==> src/rtl/alarm_minigame_ctrl.sv <==
// Service-4 alarm: rings on an MM:SS match, then requires ROUNDS correct switch-matching rounds.
// Optional build macro ALARM_GAME_TIMEOUT_EN adds a per-round tick timeout that falls back to ringing.
module alarm_minigame_ctrl #(
    parameter int         ROUNDS       = 3,
    parameter int         RING_TIMEOUT = 60,
    parameter int         GAME_TIMEOUT = 20,
    parameter logic [9:0] LFSR_SEED    = 10'h2A5
) (
    input  logic        clk,
    input  logic        reset,
    input  logic        tick,
    input  logic        spdt4,
    input  logic [15:0] current_time,
    input  logic [15:0] alarm_time,
    input  logic        push_m,
    input  logic [9:0]  mini_game,
    output logic [9:0]  mini_game_led,
    output logic        alarm_on,
    output logic [2:0]  alarm_state,
    output logic [15:0] num,
    output logic        finish4
);

    // One shared tick counter serves both the ring and the per-round timeouts.
    localparam int CNT_MAX = (RING_TIMEOUT > GAME_TIMEOUT) ? RING_TIMEOUT : GAME_TIMEOUT;
    localparam int CW      = $clog2(CNT_MAX + 1);
    localparam logic [3:0] ROUNDS_NIB = 4'(ROUNDS);

    typedef enum logic [2:0] {
        IDLE    = 3'd0,
        ARMED   = 3'd1,
        RINGING = 3'd2,
        GAME    = 3'd3,
        DONE    = 3'd4
    } state_t;

    state_t        state;
    logic          push_m_q;
    logic [15:0]   prev_time;
    logic [9:0]    lfsr;
    logic [9:0]    target;
    logic [3:0]    rounds_done;
    logic [CW-1:0] tick_cnt;
    logic          ring_blink;

    logic          pm_rise;
    logic          match_edge;
    logic [9:0]    lfsr_next;
    logic [CW-1:0] tick_cnt_inc;
    logic [3:0]    rounds_inc;

    assign pm_rise      = push_m & ~push_m_q;
    assign match_edge   = (current_time == alarm_time) && (prev_time != alarm_time);
    assign lfsr_next    = {lfsr[8:0], lfsr[9] ^ lfsr[6]};
    assign tick_cnt_inc = tick_cnt + 1'b1;
    assign rounds_inc   = rounds_done + 4'd1;

    always_ff @(posedge clk) begin
        if (reset) begin
            state         <= IDLE;
            push_m_q      <= 1'b0;
            prev_time     <= 16'h0;
            lfsr          <= LFSR_SEED;
            target        <= 10'h0;
            rounds_done   <= 4'd0;
            tick_cnt      <= '0;
            ring_blink    <= 1'b0;
            mini_game_led <= 10'h0;
            alarm_on      <= 1'b0;
            alarm_state   <= 3'b000;
            num           <= 16'h0;
            finish4       <= 1'b0;
        end else begin
            push_m_q  <= push_m;
            prev_time <= current_time;
            lfsr      <= lfsr_next;

            // Outputs follow the state register by one cycle.
            mini_game_led <= 10'h0;
            alarm_on      <= 1'b0;
            alarm_state   <= 3'b000;
            num           <= 16'h0;
            finish4       <= 1'b0;
            case (state)
                RINGING: begin
                    alarm_state   <= 3'b001;
                    alarm_on      <= ring_blink;
                    mini_game_led <= 10'h3FF;
                end
                GAME: begin
                    alarm_state   <= 3'b010;
                    alarm_on      <= 1'b1;
                    mini_game_led <= target;
                    num           <= {4'h0, rounds_done, 4'h0, ROUNDS_NIB};
                end
                DONE: begin
                    alarm_state <= 3'b100;
                    finish4     <= 1'b1;
                    num         <= {4'h0, rounds_done, 4'h0, ROUNDS_NIB};
                end
                default: ;
            endcase

            if (!spdt4) begin
                state <= IDLE;
            end else begin
                case (state)
                    IDLE: begin
                        state       <= ARMED;
                        tick_cnt    <= '0;
                        rounds_done <= 4'd0;
                    end
                    ARMED: begin
                        // prev_time keeps tracking in IDLE, so arming on an equal time never rings.
                        if (match_edge) begin
                            state      <= RINGING;
                            tick_cnt   <= '0;
                            ring_blink <= 1'b0;
                        end
                    end
                    RINGING: begin
                        if (pm_rise) begin
                            state       <= GAME;
                            target      <= lfsr;
                            rounds_done <= 4'd0;
                            tick_cnt    <= '0;
                        end else if (tick) begin
                            ring_blink <= ~ring_blink;
                            if (tick_cnt_inc == CW'(RING_TIMEOUT)) begin
                                state    <= ARMED;
                                tick_cnt <= '0;
                            end else begin
                                tick_cnt <= tick_cnt_inc;
                            end
                        end
                    end
                    GAME: begin
                        if (pm_rise) begin
                            tick_cnt <= '0;
                            if (mini_game == target) begin
                                rounds_done <= rounds_inc;
                                if (rounds_inc == ROUNDS_NIB) begin
                                    state <= DONE;
                                end else begin
                                    target <= lfsr;
                                end
                            end else begin
                                rounds_done <= 4'd0;
                                target      <= lfsr;
                            end
                        end
`ifdef ALARM_GAME_TIMEOUT_EN
                        else if (tick) begin
                            if (tick_cnt_inc == CW'(GAME_TIMEOUT)) begin
                                state       <= RINGING;
                                rounds_done <= 4'd0;
                                tick_cnt    <= '0;
                                ring_blink  <= 1'b0;
                            end else begin
                                tick_cnt <= tick_cnt_inc;
                            end
                        end
`else
                        else begin
                            tick_cnt <= tick_cnt;
                        end
`endif
                    end
                    DONE: state <= DONE;
                    default: state <= IDLE;
                endcase
            end
        end
    end

endmodule

==> config.mk <==
export PLATFORM = sky130hd
export DESIGN_NAME = alarm_minigame_ctrl
export DESIGN_NICKNAME = d
export VERILOG_FILES = /design/src/rtl/alarm_minigame_ctrl.sv
export SDC_FILE = /design/constraint.sdc
export NUM_CORES = 1
export LEC_CHECK = 0
export CAP_MARGIN = 20
export CELL_PAD_IN_SITES_DETAIL_PLACEMENT = 0
export CELL_PAD_IN_SITES_GLOBAL_PLACEMENT = 1
export CORE_MARGIN = 2
export CORE_UTILIZATION = 40
export DETAILED_ROUTE_END_ITERATION = 10
export GPL_ROUTABILITY_DRIVEN = 1
export HOLD_SLACK_MARGIN = 0.12
export PLACE_DENSITY = 0.89
export SYNTH_ARGS = -nofsm -noshare
export SYNTH_HDL_FRONTEND = slang
export SYNTH_SLANG_ARGS = --single-unit
export TNS_END_PERCENT = 1
==> constraint.sdc <==
create_clock -name clk -period 3.3 [get_ports clk]
set_input_delay 0.66 -clock clk [delete_from_list [all_inputs] [get_ports clk]]
set_output_delay 0.66 -clock clk [all_outputs]
set_load 0.02 [all_outputs]
## Word-level counts from Yosys, hierarchy flattened

Index checks and enable logic that the tools add are counted.

| word-level totals | value |
|---|---|
| flip-flop bits (word level) | 82 |
| input port bits | 47 |
| output and inout bits | 31 |
| logic and storage cells | 87 |

| operators by class | value |
|---|---|
| add/sub/neg operators | 2 |
| equality and inequality tests | 19 |
| mux-type cells | 32 |
| bitwise logic cells | 6 |
| reduce and logical (&&, ||, !) cells | 14 |

Operators by type and width:

| operator | count |
|---|---|
| 2-to-1 mux 10 bit | 4 |
| case mux 10 bit (2 select lines) | 2 |
| 2-to-1 mux 6 bit | 5 |
| case mux 6 bit (4 select lines) | 1 |
| 2-to-1 mux 3 bit | 7 |
| equality test 16 bit | 1 |
| != test 16 bit | 1 |
| case mux 3 bit (5 select lines) | 1 |
| AND reduction 5 bit | 3 |
| != test 2 bit (second input constant) | 7 |
| 2-to-1 mux 4 bit | 3 |
| case mux 4 bit (3 select lines) | 1 |
| equality test 10 bit | 1 |
| != test 3 bit (second input constant) | 3 |
| case mux 3 bit (3 select lines) | 1 |
| adder 6 x 1 -> 6 bit (second input constant) | 1 |
| equality test 3 x 2 -> 1 bit (second input constant) | 2 |
| equality test 6 bit (second input constant) | 1 |
| AND reduction 6 bit | 1 |
| OR reduction 2 bit | 3 |
| adder 4 x 1 -> 4 bit (second input constant) | 1 |
| equality test 4 x 2 -> 1 bit (second input constant) | 1 |
| 2-to-1 mux 1 bit | 4 |
| NOT 1 bit | 4 |
| 12 further kinds | 14 |

## Logic depth before layout (Yosys ltp)

Gate-level depths: netlist of run 1.

| depth | value |
|---|---|
| word-level depth | 6 |
| mapped depth | 8 |
| depth with buffers taken out | 7 |

## Worst setup path before layout of run 1

Ideal clock, no wire load.

| path | value |
|---|---|
| kind | input-to-reg |
| start | in mini_game[0] |
| end | reg target[9] |
| library setup time | 0.128 ns |
| arrival time | 1.788 ns |
| data required time | 3.172 ns |
| setup slack | 1.385 ns |
| stages on the path | 7 |
| buffers on the path | 1 |
| path through | xnor2_1 > nand4_1 > nor4_4 > a311o_1 > buf_6 > mux2i_1 > nor2_1 |

| between the ends | value |
|---|---|
| cells in the longest elaborated chain, start to end | 4 |
| elaborated cells between the ends (all ways) | 6 |
| classes of those cells | 2 x eq/ne; 3 x mux; 1 x reduce/logical |

RTL lines:

| element | RTL line | text |
|---|---|---|
| from (decl) | 16 | `input logic [9:0] mini_game,` |
| equality test 10 bit * | 140 | `if (mini_game == target) begin` |
| 2-to-1 mux 10 bit | 140 |  |
| 2-to-1 mux 10 bit | 138 | `if (pm_rise) begin` |
| case mux 10 bit (2 select lines) | 107 | `case (state)` |
| to (signal assigned) | 124 | `target <= lfsr;` |
| to (signal assigned) | 145 | `target <= lfsr;` |
| to (signal assigned) | 149 | `target <= lfsr;` |
| to (decl) | 41 | `logic [9:0] target;` |

Every way passes the cells marked *; elsewhere a longest branch is shown, timed or not. The select of a mux whose other input is x is not followed.
A chain may end at the register's enable or synchronous reset.

## Worst setup path after layout of run 1

| path | value |
|---|---|
| start | in mini_game[8] |
| end | reg target[7] |

The elaborated chain is that of the path after synthesis.

==> Implementation_results.wiki, run 1 <==
{| class="wikitable"
! Metric !! Value
|-
| Area of the core region || 7330 sq um
|-
| Antenna violations before repair || 0
|-
| Worst r2r path cells || 8
|-
| Status || finished, final reports clean
|-
| RD Place Congestion || 0.852
|-
| Area of combinational cells with multiple inputs || 1520 sq um
|-
| Final nets || 431
|-
| Unrepaired setup endpoints after global routing || false
|-
| Standard cell area after detailed placement || 3780 sq um
|-
| Setup-violating endpoint count in the final report || 0
|-
| Drt pass-1 iters || 4
|-
| Final critical-path required period || 2460 ps
|-
| Pin count of the biggest net entering global routing || 56
|-
| Placed wire-length estimate after detailed placement || 4390 um
|-
| FF-to-FF setup slack || 1160 ps
|-
| Critical Path Fanout Max || 6
|-
| Non-Filler Cell Area, Final || 3980 sq um
|-
| Longest Clk Path Bufs || 2
|-
| Routed len/inst || 12.5 um
|-
| Clock H-tree levels || 3
|-
| Worst r2r src || rounds_done[0]
|-
| Count of filler cells inserted in the layout || 646
|-
| Required time reported for the critical path endpoint || 3510 ps
|-
| Crit path from || mini_game[8]
|-
| Detailed Route Iter0 Violations || 89
|-
| Total of hold buffers inserted after clock tree synthesis || 0
|-
| Final Max Slew Viols || 0
|-
| Layout cell share with drive strength beyond 1 || 9.07%
|-
| Post-synthesis instance total || 313
|-
| P_leak || 1.67 nW
|-
| Worst-case headroom to the max-slew limit || 45.9%
|-
| Critical Path End Type || register
|-
| Largest vdd supply drop || 0.228 mV
|-
| Arrival time worst endpoint || 2660 ps
|-
| Remaining antenna violation count after routing || 0
|-
| Post CTS Setup Buffer Count || 0
|-
| Sequential fraction of the synthesis area || 46.2%
|-
| Clock Sink Count || 71
|-
| Die outline height || 91.7 um
|-
| Area delta synth->final || 29.5%
|-
| Starting Density || 41.9%
|-
| # resized after CTS || 0
|-
| Path length in cells of the critical path || 8
|-
| Remaining DRCs || 0
|-
| Syn Std Cell Area || 3070 sq um
|-
| CTS Root Cell || sky130_fd_sc_hd__clkbuf_8
|-
| CP Buf/Inv Count || 2
|-
| Power per standard cell area || 454 nW/um^2
|-
| Count of max-cap constraint violations || 0
|-
| Final critical-path share of the clock period || 74.4%
|-
| Count of flip-flops with a built-in enable after synthesis || 0
|-
| Crit Path Category || in2reg
|-
| Fin. Hold Viols || 0
|-
| Critical path destination || target[7]
|-
| Smallest hold slack || 456 ps
|-
| Top cell family by delay on the critical path || buffers and inverters
|-
| Synth unique cells || 54
|-
| Cell with the biggest individual delay on the critical path || sky130_fd_sc_hd__clkdlybuf4s50_1
|-
| Insertion delay of the later-clocked pin in the worst-skew pair || 340 ps
|-
| Footprint of the flip-flops and latches || 1420 sq um
|-
| Die area || 8400 sq um
|-
| Total CTS buffers || 9
|-
| Number of port buffers || 67
|-
| Number of I/O pins || 78
|-
| Share of synthesized registers carrying an async set or reset || 0%
|-
| Overall die width || 91.7 um
|-
| Most used flip-flop cell after synthesis || sky130_fd_sc_hd__dfxtp_1
|-
| Clock slew seen by the registers of the worst setup and hold paths || 70 ps
|-
| F_max || 0.407 GHz
|-
| Global-route wire length before repair || 10100 um
|-
| Overall fraction of global-route tracks in use || 15.1%
|-
| Largest clock skew in the final design || 11.9 ps
|-
| CTS tree || yes
|-
| Synth warn || 0
|-
| Average footprint of a synthesized cell || 9.82 sq um
|-
| Longest individual stage delay on the worst path || 480 ps
|-
| Transition at the pin with the smallest max-transition slack || 809 ps
|-
| Type of the most critical hold path || reg2reg
|-
| Vias in the first global route || 2161
|-
| Number of vias per cell after detailed routing || 4.74
|-
| Floorplan row count || 31
|-
| Number of antenna repair diodes || 0
|-
| Endpoint of the most critical register-to-register path || target[7]
|-
| Number of vias in the routed layout || 2298
|-
| Sort of element at the start of the critical path || input port
|-
| Setup TNS || 0 ps
|-
| Wirelength, routed || 6090 um
|-
| Critical path cell sequence || clkdlybuf4s50_1, xnor2_1, nand4_1, nor4_4, a311o_1, buf_4, mux2i_1, nor2_1
|-
| Total congestion overflow || 0
|-
| Flop and latch count out of synthesis || 71
|}
-- routing by layer --
layer	global-route usage, %	vias up	share of wire (%)
met4	8.08	0	2.2
met3	2.55	10	4.1
met5	0	-	0
met2	23.5	60	46
li1	-	1176	-
met1	19.9	1052	48
-- power by group --
group,leakage (nW),switching [mW],internal [mW]
logic,0.986,0.0861,0.103
clock network,0.103,0.328,0.392
registers,0.580,0.0149,0.882
-- how the worst min path moves through the flow --
| stage | end | from | depth (start not counted) |
|---|---|---|---|
| finish | lfsr[5] | lfsr[4] | 1 |
| global route | lfsr[8] | lfsr[7] | 1 |
| CTS | lfsr[5] | lfsr[4] | 1 |
| detailed placement | lfsr[5] | lfsr[4] | 1 |
| global placement | lfsr[2] | lfsr[1] | 1 |
| floorplan | lfsr[2] | lfsr[1] | 1 |
-- kinds of logic after synthesis --
family | share of synthesized area, %
other cells | 0.122
xor+xnor | 12.3
compound gates | 10.1
simple gates | 20.6
flops | 46.2
fa+ha+maj | 1.22
buf+inv | 5.54
mux | 3.95
-- cells in the final DEF (no fill, tap or decap), drive strengths merged, types with 2 or more instances in the layout --
| cell | instances |
|---|---|
| dfxtp | 71 |
| clkdlybuf4s50 | 66 |
| nor2 | 27 |
| xnor2 | 25 |
| nor2b | 24 |
| xor2 | 18 |
| clkbuf | 12 |
| mux2i | 11 |
| a21o | 11 |
| conb | 10 |
| nand2 | 9 |
| nor4 | 9 |
| inv | 8 |
| nand4 | 8 |
| nand2b | 7 |
| nor3 | 7 |
| a21oi | 7 |
| nand3 | 6 |
| or2 | 5 |
| o21ai | 5 |
| buf | 4 |
| ha | 3 |
| and3b | 2 |
| o21a | 2 |
| o21bai | 2 |
| and2 | 2 |
| a31oi | 2 |
-- Yosys cell counts (2+ instances only) --
library cell               number  area [sq um]
sky130_fd_sc_hd__dfxtp_1       71          1420
sky130_fd_sc_hd__nor2_1        27           101
sky130_fd_sc_hd__xnor2_1       25           219
sky130_fd_sc_hd__nor2b_1       24           150
sky130_fd_sc_hd__xor2_1        18           158
sky130_fd_sc_hd__buf_4         12          90.1
sky130_fd_sc_hd__mux2i_1       11           110
sky130_fd_sc_hd__a21o_1        10          75.1
sky130_fd_sc_hd__nand2_1        9          33.8
sky130_fd_sc_hd__nor4_1         8          50.1
sky130_fd_sc_hd__clkbuf_1       7          26.3
sky130_fd_sc_hd__inv_1          7          26.3
sky130_fd_sc_hd__nand2b_1       7          43.8
sky130_fd_sc_hd__nand4_1        7          43.8
sky130_fd_sc_hd__nor3_1         7          35.0
sky130_fd_sc_hd__a21oi_1        6          30.0
sky130_fd_sc_hd__nand3_1        5          25.0
sky130_fd_sc_hd__or2_2          5          31.3
sky130_fd_sc_hd__o21ai_0        4          20.0
sky130_fd_sc_hd__ha_1           3          37.5
sky130_fd_sc_hd__a31oi_1        2          12.5
sky130_fd_sc_hd__and2_1         2          12.5
sky130_fd_sc_hd__and3b_1        2          17.5
sky130_fd_sc_hd__buf_6          2          22.5
sky130_fd_sc_hd__o21a_1         2          15.0
sky130_fd_sc_hd__o21bai_1       2          15.0
-- state kept, by name (all words and copies together), names as in the netlist --
name           count
alarm_state        3
target            10
push_m_q           1
num                5
state              3
tick_cnt           6
rounds_done        4
lfsr              10
finish4            1
mini_game_led     10
ring_blink         1
alarm_on           1
prev_time         16
-- stage by stage --
step                power [mW]  setup slack [ps]  util (%)  instances
CTS                       1.82               818      54.3        485
finish                    1.81               845      54.3        485
global route              1.87               695      54.3        485
detailed placement        1.11               465      51.5        469
global placement          1.11               571      51.5        469
floorplan                 1.03              1380         -        322
-- final cells by class --
| class | instances | area share (%) |
|---|---|---|
| Multi-Input combinational cell | 222 | 38.1 |
| Sequential cell | 71 | 35.7 |
| Timing Repair Buffer | 70 | 17.3 |
| Clock buffer | 12 | 3.90 |
| Tap cell | 99 | 3.11 |
| Clock inverter | 4 | 1.29 |
| Inverter | 7 | 0.660 |
Power figures use the tool's default switching activity.
==> run 2: changes to the inputs <==
--- a/config.mk
+++ b/config.mk
@@ -9,11 +9,11 @@
 export CELL_PAD_IN_SITES_DETAIL_PLACEMENT = 0
 export CELL_PAD_IN_SITES_GLOBAL_PLACEMENT = 1
 export CORE_MARGIN = 2
-export CORE_UTILIZATION = 40
+export CORE_UTILIZATION = 37
 export DETAILED_ROUTE_END_ITERATION = 10
 export GPL_ROUTABILITY_DRIVEN = 1
 export HOLD_SLACK_MARGIN = 0.12
-export PLACE_DENSITY = 0.89
+export PLACE_DENSITY = 0.84
 export SYNTH_ARGS = -nofsm -noshare
 export SYNTH_HDL_FRONTEND = slang
 export SYNTH_SLANG_ARGS = --single-unit
==> constraint.sdc (replaced) <==
create_clock -name clk -period 2.3 [get_ports clk]
set_input_delay 0.46 -clock clk [delete_from_list [all_inputs] [get_ports clk]]
set_output_delay 0.46 -clock clk [all_outputs]
set_load 0.02 [all_outputs]
==> run 2 against run 1 <==
  * Combinational power grew 47%
  * Sequential share of layout area shrank 0.69 points
  * Clock power grew 53%
  * Global-route usage shrank 0.33 points
  * Largest cell class unchanged
==> Implementation_results.wiki, run 2 (synthesis gave the netlist of run 1 again) <==
{| class="wikitable"
! Metric !! Value
|-
| Status || finished, final reports clean
|-
| Number of I/O pins || 78 (unchanged)
|-
| Longest Clk Path Bufs || 2 (unchanged)
|-
| Worst setup slack after placement || -111 ps (-576 ps)
|-
| Final Max Slew Viols || 0 (unchanged)
|-
| Total of hold buffers inserted after clock tree synthesis || 0 (unchanged)
|-
| Number of vias per cell after detailed routing || 4.69 (-1.1%)
|-
| Type of the most critical hold path || reg2reg
|-
| Critical Path End Type || register
|-
| Drt pass-1 iters || 4 (unchanged)
|-
| Placed wire-length estimate after detailed placement || 4400 um (+0.28%)
|-
| Post-Layout Cell Count || 497 (+2.5%)
|-
| Area of the core region || 8130 sq um (+11%)
|-
| Global-route wire length before repair || 10300 um (+2.3%)
|-
| Routed len/inst || 12.3 um (-2.2%)
|-
| Setup-violating endpoint count in the final report || 0 (unchanged)
|-
| Floorplan row count || 33 (+6.5%)
|-
| FF-to-FF setup slack || 440 ps (-720 ps)
|-
| Inst Count DP || 481 (+2.6%)
|-
| CTS Root Cell || sky130_fd_sc_hd__clkbuf_8
|-
| Total Power || 2.67 mW (+48%)
|-
| Detailed Route Iter0 Violations || 71 (-20%)
|-
| Clock H-tree levels || 3 (unchanged)
|-
| Non-Filler Cell Area, Final || 4060 sq um (+2.0%)
|-
| Worst-case headroom to the max-slew limit || 44.6% (-1.3 points)
|-
| Cell with the biggest individual delay on the critical path || sky130_fd_sc_hd__clkdlybuf4s50_1
|-
| Most common library cell in the layout ignoring fill and taps || sky130_fd_sc_hd__dfxtp_1
|-
| Unrepaired setup endpoints after global routing || false
|-
| Count of filler cells inserted in the layout || 777 (+20%)
|-
| Overall fraction of global-route tracks in use || 14.8% (-0.33 points)
|-
| Starting Density || 37.8% (-4.1 points)
|-
| Fin. Hold Viols || 0 (unchanged)
|-
| Sort of element at the start of the critical path || input port
|-
| Total CTS buffers || 9 (unchanged)
|-
| Power per standard cell area || 657 nW/um^2 (+45%)
|-
| Fin worst setup slack || 261 ps (-584 ps)
|-
| Vias in the first global route || 2255 (+4.3%)
|-
| Final critical-path required period || 2040 ps
|-
| Final critical-path share of the clock period || 88.7%
|-
| Pin count of the biggest net entering global routing || 56 (unchanged)
|-
| Smallest hold slack || 444 ps (-12.1 ps)
|-
| Arrival time worst endpoint || 2310 ps (-350 ps)
|-
| # resized after CTS || 0 (unchanged)
|-
| RD Place Congestion || 0.745 (-12%)
|-
| Final nets || 437 (+1.4%)
|-
| Insertion delay of the later-clocked pin in the worst-skew pair || 340 ps (about the same)
|-
| Clock Sink Count || 71 (unchanged)
|-
| P_leak || 1.71 nW (+2.1%)
|-
| Critical path cell sequence || clkdlybuf4s50_1, xor2_1, nor4_1, nand4_1, a21oi_2, o21ai_0, a21oi_1
|-
| Area delta synth->final || 32.1%
|-
| Worst r2r path cells || 8 (unchanged)
|-
| Remaining DRCs || 0 (unchanged)
|-
| Transition at the pin with the smallest max-transition slack || 828 ps (+19.1 ps)
|-
| Critical Path Fanout Max || 8 (+2)
|-
| Overall die width || 95.2 um (+3.8%)
|-
| Largest clock skew in the final design || 13.7 ps (+1.79 ps)
|-
| F_max || 0.490 GHz
|-
| End point of the worst hold path || lfsr[2]
|-
| Post CTS Setup Buffer Count || 0 (unchanged)
|-
| Longest individual stage delay on the worst path || 470 ps (about the same)
|-
| Endpoint of the most critical register-to-register path || target[1]
|-
| Largest vdd supply drop || 0.341 mV (+49%)
|-
| Die area || 9050 sq um (+7.7%)
|-
| Wirelength, routed || 6100 um (+0.21%)
|-
| Count of max-cap constraint violations || 0 (unchanged)
|-
| Clock slew seen by the registers of the worst setup and hold paths || 80 ps (about the same)
|-
| Number of vias in the routed layout || 2329 (+1.3%)
|-
| Commonest cells after routing, fill and taps aside || sky130_fd_sc_hd__dfxtp_1 (71), sky130_fd_sc_hd__clkdlybuf4s50_1 (66), sky130_fd_sc_hd__nor2_1 (27)
|-
| Worst r2r src || rounds_done[0]
|-
| Crit Path Category || in2reg
|-
| Cell depth of the worst hold path || 1 (unchanged)
|-
| Standard cell area after detailed placement || 3840 sq um (+1.7%)
|-
| Startpoint of the most critical hold path || lfsr[1]
|-
| Die outline height || 95.2 um (+3.8%)
|-
| Number of antenna repair diodes || 0 (unchanged)
|-
| Required time reported for the critical path endpoint || 2570 ps (-940 ps)
|-
| Register with the most flip-flops || prev_time
|-
| Remaining antenna violation count after routing || 0 (unchanged)
|-
| Number of port buffers || 67 (unchanged)
|-
| Layout cell share with drive strength beyond 1 || 10.5% (+1.4 points)
|-
| Total congestion overflow || 0 (unchanged)
|-
| Antenna violations before repair || 0 (unchanged)
|-
| Flip-flop count of the largest register after layout || 16 (unchanged)
|-
| CTS tree || yes
|}
## run 2: cell types whose count changed in the layout (fill, tap and decap cells not counted), sizes merged
cell,change
clkinvlp,+1
inv,+1
buf,+6
bufinv,+1
clkbuf,-2
clkinv,-1
## run 2: through the flow
step / utilization [%] / TNS (ps)
floorplan: - / 0
global placement: 47.2 / -879
detailed placement: 47.2 / -796
CTS: 49.9 / 0
global route: 49.9 / 0
finish: 49.9 / 0
## run 2: layer usage
metal | up-vias | wire length, um | global-route usage (%)
met4 | 0 | 104 | 7.25
met1 | 1070 | 2950 | 19.4
met3 | 9 | 238 | 2.61
met5 | - | 0 | 0
met2 | 57 | 2810 | 23.4
li1 | 1193 | - | -
## run 2: final cells by class
| cell class | instances | area, sq um | share of cell area [%] |
|---|---|---|---|
| clock inverter | 6 | 92.6 | 2.28 |
| sequential | 71 | 1420 | 35.0 |
| inverter | 7 | 26.3 | 0.647 |
| multi-input combinational | 222 | 1520 | 37.3 |
| clock buffer | 10 | 128 | 3.14 |
| tap | 105 | 131 | 3.23 |
| timing repair buffer | 76 | 746 | 18.4 |
## run 2: how the worst max path moves through the flow
stage,start,to,depth (start not counted)
floorplan,mini_game[0],target[9],7
global placement,alarm_time[11],tick_cnt[1],7
detailed placement,alarm_time[15],tick_cnt[1],8
CTS,alarm_time[11],tick_cnt[1],7
global route,alarm_time[11],tick_cnt[3],7
finish,alarm_time[13],tick_cnt[3],7
## run 2: worst max-delay path, delay by kind of cell
family | cells | cell delay (ps)
AO/OA/AOI/OAI | 3 | 670
XOR/XNOR | 1 | 180
buffers and inverters | 1 | 470
AND/OR/NAND/NOR | 2 | 540
## run 2: power breakdown
| part | internal, mW | leakage [nW] | switching [mW] |
|---|---|---|---|
| Clock | 0.618 | 0.104 | 0.486 |
| Sequential | 1.26 | 0.580 | 0.0209 |
| Combinational | 0.152 | 1.02 | 0.125 |
| Total | 2.04 | 1.71 | 0.632 |
